File: config.mk
export PLATFORM = sky130hd
export DESIGN_NAME = core_sequencer
export DESIGN_NICKNAME = d
export VERILOG_FILES = /design/src/rtl/core_sequencer.sv
export SDC_FILE = /design/constraint.sdc
export NUM_CORES = 1
export LEC_CHECK = 0
export ABC_AREA = 0
export CELL_PAD_IN_SITES_DETAIL_PLACEMENT = 0
export CELL_PAD_IN_SITES_GLOBAL_PLACEMENT = 1
export CORE_MARGIN = 2
export CORE_UTILIZATION = 33
export CTS_CLUSTER_SIZE = 14
export DETAILED_ROUTE_END_ITERATION = 10
export PLACE_DENSITY = 0.93
export SLEW_MARGIN = 20
export SYNTH_ARGS = -nofsm -noshare
export SYNTH_HDL_FRONTEND = slang
export SYNTH_SLANG_ARGS = --single-unit
File: constraint.sdc
create_clock -name clk -period 3.6 [get_ports clk]
set_input_delay 0.36 -clock clk [delete_from_list [all_inputs] [get_ports clk]]
set_output_delay 0.36 -clock clk [all_outputs]
set_load 0.05 [all_outputs]
File: src/rtl/core_sequencer.sv
// core_sequencer: decodes each 19-bit instruction into a control word.
// It gates all architectural side effects through one commit qualifier.
// It tracks the branch zero flag, a return-stack depth shadow and a retired count.
// It sequences free-run, single-step, HALT and fault stop.
//
// Ports:
//   clk, rst_n            clock (rising edge) and async active-low reset
//   instruction[18:0]     instruction at current pc
//   zero                  ALU zero result of this cycle
//   stack_overflow        overflow from the return stack (faults)
//   run, step_req         debug/run control (level / request)
//   step_ack              high in the cycle a stepped instruction commits
//   halted, fault         HALT / FAULT state indicators
//   pc_write              commit strobe; pc/reg/mem/stack update on this edge
//   reg_write_signal, mem_read_write, stack_push, stack_pop, pc_src
//                         side-effect controls, forced inactive without commit
//   mem_or_alu, is_shift, alu_src, reg2_read_source, scode, acode
//                         decode-only fields, follow instruction
//   retired[RET_W-1:0]    committed-instruction count (wraps)
module core_sequencer #(
  parameter int unsigned STACK_DEPTH = 8,
  parameter int unsigned RET_W       = 16
) (
  input  logic             clk,
  input  logic             rst_n,
  input  logic [18:0]      instruction,
  input  logic             zero,
  input  logic             stack_overflow,
  input  logic             run,
  input  logic             step_req,
  output logic             step_ack,
  output logic             halted,
  output logic             fault,
  output logic             pc_write,
  output logic             reg_write_signal,
  output logic             mem_read_write,
  output logic             mem_or_alu,
  output logic             is_shift,
  output logic             alu_src,
  output logic             reg2_read_source,
  output logic             stack_push,
  output logic             stack_pop,
  output logic [1:0]       pc_src,
  output logic [1:0]       scode,
  output logic [2:0]       acode,
  output logic [RET_W-1:0] retired
);

  localparam int unsigned DEPTH_W = $clog2(STACK_DEPTH + 1);
  localparam logic [DEPTH_W-1:0] DEPTH_MAX = DEPTH_W'(STACK_DEPTH);

  typedef enum logic [2:0] {
    S_IDLE  = 3'd0,
    S_STEP  = 3'd1,
    S_RUN   = 3'd2,
    S_HALT  = 3'd3,
    S_FAULT = 3'd4
  } state_t;

  state_t state_q, state_d;

  logic               zflag_q;
  logic [DEPTH_W-1:0] depth_q;
  logic [RET_W-1:0]   retired_q;

  // Ungated decode results
  logic       dec_reg_write;
  logic       dec_mem_write;
  logic       dec_push;
  logic       dec_pop;
  logic [1:0] dec_pc_src;
  logic       dec_sets_zflag;
  logic       dec_jal;
  logic       dec_ret;
  logic       dec_halt;

  logic would_commit_c;
  logic fault_c;
  logic commit_c;

  logic [1:0] op;
  logic [2:0] sub;
  assign op  = instruction[18:17];
  assign sub = instruction[16:14];

  // Operand fields are consumed by the data path, not here
  logic unused_instr_bits;
  assign unused_instr_bits = ^instruction[13:0];

  // Instruction decode
  always_comb begin
    dec_reg_write    = 1'b0;
    dec_mem_write    = 1'b0;
    dec_push         = 1'b0;
    dec_pop          = 1'b0;
    dec_pc_src       = 2'b00;
    dec_sets_zflag   = 1'b0;
    dec_jal          = 1'b0;
    dec_ret          = 1'b0;
    dec_halt         = 1'b0;
    mem_or_alu       = 1'b0;
    is_shift         = 1'b0;
    alu_src          = 1'b0;
    reg2_read_source = 1'b0;
    scode            = 2'b00;
    acode            = 3'b000;
    case (op)
      2'b00, 2'b01: begin
        acode          = sub;
        dec_reg_write  = 1'b1;
        mem_or_alu     = 1'b1;
        alu_src        = op[0];
        dec_sets_zflag = 1'b1;
      end
      2'b10: begin
        if (sub[2]) begin
          is_shift       = 1'b1;
          scode          = sub[1:0];
          dec_reg_write  = 1'b1;
          mem_or_alu     = 1'b1;
          dec_sets_zflag = 1'b1;
        end else if (sub[1]) begin
          alu_src          = 1'b1;
          reg2_read_source = 1'b1;
          dec_mem_write    = 1'b1;
        end else begin
          alu_src       = 1'b1;
          dec_reg_write = 1'b1;
        end
      end
      default: begin
        case (sub)
          3'b000: dec_pc_src = 2'b01;
          3'b001: begin
            dec_pc_src = 2'b01;
            dec_push   = 1'b1;
            dec_jal    = 1'b1;
          end
          3'b010: begin
            dec_pc_src = 2'b10;
            dec_pop    = 1'b1;
            dec_ret    = 1'b1;
          end
          3'b011:  dec_pc_src = zflag_q ? 2'b11 : 2'b00;
          3'b100:  dec_pc_src = zflag_q ? 2'b00 : 2'b11;
          3'b111:  dec_halt   = 1'b1;
          default: dec_pc_src = 2'b00;
        endcase
      end
    endcase
  end

  // Commit qualification: a fault blocks the would-be commit
  assign would_commit_c = (state_q == S_RUN) || (state_q == S_STEP);
  assign fault_c  = would_commit_c &&
                    (stack_overflow ||
                     (dec_jal && (depth_q == DEPTH_MAX)) ||
                     (dec_ret && (depth_q == '0)));
  assign commit_c = would_commit_c && !fault_c;

  // State register
  always_ff @(posedge clk or negedge rst_n) begin
    if (!rst_n) state_q <= S_IDLE;
    else        state_q <= state_d;
  end

  // Next state and gated outputs
  always_comb begin
    state_d          = state_q;
    pc_write         = 1'b0;
    reg_write_signal = 1'b0;
    mem_read_write   = 1'b0;
    stack_push       = 1'b0;
    stack_pop        = 1'b0;
    pc_src           = 2'b00;
    step_ack         = 1'b0;
    halted           = (state_q == S_HALT);
    fault            = (state_q == S_FAULT);

    if (commit_c) begin
      pc_write         = 1'b1;
      reg_write_signal = dec_reg_write;
      mem_read_write   = dec_mem_write;
      stack_push       = dec_push;
      stack_pop        = dec_pop;
      pc_src           = dec_pc_src;
    end

    case (state_q)
      S_IDLE: begin
        if (run)           state_d = S_RUN;
        else if (step_req) state_d = S_STEP;
      end
      S_STEP: begin
        step_ack = commit_c;
        if (fault_c)       state_d = S_FAULT;
        else if (dec_halt) state_d = S_HALT;
        else               state_d = S_IDLE;
      end
      S_RUN: begin
        if (fault_c)       state_d = S_FAULT;
        else if (dec_halt) state_d = S_HALT;
        else if (!run)     state_d = S_IDLE;
      end
      S_HALT:  state_d = S_HALT;
      S_FAULT: state_d = S_FAULT;
      default: state_d = S_IDLE;
    endcase
  end

  // Architectural shadows: zero flag, stack depth, retired count
  always_ff @(posedge clk or negedge rst_n) begin
    if (!rst_n) begin
      zflag_q   <= 1'b0;
      depth_q   <= '0;
      retired_q <= '0;
    end else if (commit_c) begin
      retired_q <= retired_q + RET_W'(1);
      if (dec_sets_zflag) zflag_q <= zero;
      if (dec_jal)        depth_q <= depth_q + DEPTH_W'(1);
      else if (dec_ret)   depth_q <= depth_q - DEPTH_W'(1);
    end
  end

  assign retired = retired_q;

endmodule

==> flow_metrics.tcl <==
set metrics [dict create \
    post_drt_wl_per_cell_um 12.5 \
    drive_above_1_share_pct 9.80 \
    seq_power_share_pct 35.6 \
    cts-buffers-inserted 3 \
    cts-root-buf "clkbuf_8" \
    slew_headroom_pct 64.7 \
    drc 0 \
    p_comb_share_pct 45.2 \
    cp_slowest_stage_delay_ps 830 \
    synth_nets 186 \
    critPathCaptureType "primary output" \
    tightest_slew_ps 529 \
    power_leakage_nw 0.828 \
    nets 234 \
    cp_cell_sequence "clkdlybuf4s50_1, and3b_1, o211ai_2, nand2_2, nor3_1, clkdlybuf4s50_1" \
    grt_start_max_net_pins 25 \
    cp.buffers_inverters 2 \
    vias 1251 \
    syn_to_final_growth_pct 39.0 \
    fin_tns_setup_ps 0 \
    yosys.area_share.simple_pct 29.9 \
    critical_path_arrival_ps 2750 \
    switching_share_pct 42.6 \
    antenna_found_initial 0 \
    r2r_cells 7 \
    synth_compound_area_share_pct 8.23 \
    min_period_over_period_pct 86.4 \
    p_per_area_nw_per_um2 607 \
    grt_pass1_wl_um 5260 \
    setup_viol 0 \
    grt_usage_pct 13.4 \
    ys.flop_type "dfrtp_1" \
    yosysWarnings 0 \
    cp_max_fo 11 \
    cp-start-kind "input pin" \
    die-area_um2 4970 \
    critical_path_class "in2out" \
    fill_cells 422 \
    clockPowerShare_pct 19.2 \
    clock_latency_ps 280 \
    clkTransAtPathRegs_ps 90 \
    crit_slowest_cell "clkdlybuf4s50_1" \
    port_buffers 45 \
    ioPinCount 60 \
    place_congestion 0.755 \
    cp_common_cell "clkdlybuf4s50_1" \
    synth_seq_cells 24 \
    r2r_start "depth_q[1]$_DFFE_PN0P_" \
    p_switching_w 0.000524 \
    synth_adder_area_share_pct 3.95 \
    rows 24 \
    cts_max_path_buffers 2 \
    ant_nets 0 \
    peakVddDrop_uv 444 \
    holdBufCountCts 0 \
    overflow 0 \
    routed_wirelength_um 3190 \
    core_area_um2 4290 \
    hpwl_um 2420 \
    synth_seq_area_share_pct 41.2 \
    ctsHtreeMaxLevel 1 \
    hold_viol 0 \
    final-max-slew-violation-count 0 \
    postCtsSetupBuffers 0 \
    synth-xor-area-share_pct 12.5 \
    ys_async_sr_fraction_pct 100 \
    most-common-layout-cells "clkdlybuf4s50_1 (41), dfrtp_1 (24), nor2_1 (16)" \
    finalClockSkew_ps 17.4 \
    final_util_pct 47.2 \
    grt_pass1_vias 1093 \
    yosys-mux-area-fraction_pct 1.54 \
    chipWidth_um 70.5 \
    layout_commonest_cell "clkdlybuf4s50_1" \
    crit_family "buffers and inverters" \
    netlist_area_um2 1460 \
    synth-edff-count 0 \
    firstDrtPassIters 4 \
    fin_crit_ps 3110 \
    cp_data_required_time_ps 3240 \
    die_height_um 70.5 \
    cts_tree "built" \
    postSynthCellCount 157 \
    synth_cell_types 38 \
    synth.avg_cell_area_um2 9.29 \
    start_util_pct 34.0 \
    rsz0062_at_grt "no" \
    fmaxAchievable_ghz 0.321 \
    num_antenna_cells 0 \
    viasPerCell 4.89 \
    status "finished, final reports clean" \
    r2r_end "zflag_q$_DFFE_PN0P_" \
    hp-class "in2async" \
    maxCapViolCount 0 \
    intPower_w 0.000707 \
    r2r_slack_ps 1610 \
    cts_resized 0 \
    synth_top_family_by_area "simple AND/OR/NAND/NOR gates" \
    cts.sinks 24 \
    dr.first_iter.drc_count 50 \
]
-- flip-flops by register name (all words and copies together) (netlist names) --
name / cells
retired: 16
depth_q: 4
state_q: 3
zflag_q: 1
-- routing by layer --
metal  share of wire, %  track usage [%]  up-vias
met3                4.6             4.76        4
met1                 48             18.3      586
li1                   -                -      638
met4               0.47             2.78        0
met5                  0                0        -
met2                 47             20.4       23
-- cell type report --
cell class              instances  area (um2)  area share [%]
clock buffers                   3        41.3            2.04
multi-input cells             124         820            40.4
clock inverters                 1        30.0            1.48
inverters                       5        18.8           0.925
flip-flops and latches         24         601            29.6
repair buffers                 47         453            22.3
well taps                      52        65.1            3.21
-- stage by stage --
step	total power, W	cells	cell area [um2]	hold slack (ps)	setup slack, ps
floorplan	0.000823	157	1460	64.4	647
global placement	0.000993	252	1960	457	476
detailed placement	0.00100	252	1960	462	485
CTS	0.00124	256	2030	473	478
global route	0.00131	256	2030	92.1	354
finish	0.00123	256	2030	52.1	490
-- worst register-to-register path, cell delays in order, from the launching register on --
cell and delay (ps):
dfrtp_1 450, nor3_1 320, o211ai_2 180, nand2_2 250, clkinv_1 130, buf_4 180, nand2_1 80, mux2_2 320
-- cell usage after synthesis (3+ instances only) --
library cell | instances | share of area, %
a21oi_1 | 7 | 2.4
and3b_1 | 3 | 1.8
buf_2 | 4 | 1.4
dfrtp_1 | 24 | 41
ha_1 | 3 | 2.6
inv_1 | 4 | 1.0
nand2_1 | 15 | 3.9
nand2b_1 | 6 | 2.6
nand3_1 | 5 | 1.7
nand4_1 | 5 | 2.1
nor2_1 | 16 | 4.1
nor2b_1 | 5 | 2.1
nor3_1 | 9 | 3.1
nor3b_1 | 3 | 1.5
o21ai_0 | 5 | 1.7
xnor2_1 | 10 | 6.0
xor2_1 | 9 | 5.4
-- power by group through the flow --
| stage | clock (W) | sequential, W | combinational [W] |
|---|---|---|---|
| after floorplan | 0 | 0.000520 | 0.000303 |
| after global placement | 0 | 0.000439 | 0.000554 |
| after detailed placement | 0 | 0.000443 | 0.000562 |
| after CTS | 0.000238 | 0.000438 | 0.000564 |
| after global routing | 0.000252 | 0.000454 | 0.000600 |
| final | 0.000236 | 0.000438 | 0.000557 |
-- kinds of logic (layout without fill, tap and decap cells) --
kind of cell	after synthesis	after routing
simple gates	79	79
flops	24	24
xor+xnor	20	20
compound gates	19	19
buf+inv	9	56
fa+ha+maj	4	4
mux	2	2
-- worst max-delay path by stage --
| stage | slack [ps] | end | cells after the start | startpoint |
|---|---|---|---|---|
| after floorplan | 650 | stack_pop | 7 | instruction[15] |
| after global placement | 480 | mem_read_write | 6 | instruction[14] |
| after detailed placement | 490 | mem_read_write | 6 | instruction[14] |
| after CTS | 480 | mem_read_write | 6 | instruction[14] |
| after global routing | 350 | mem_read_write | 6 | instruction[14] |
| final | 490 | mem_read_write | 6 | instruction[14] |
Note: power is estimated with default switching activity, not from simulation.
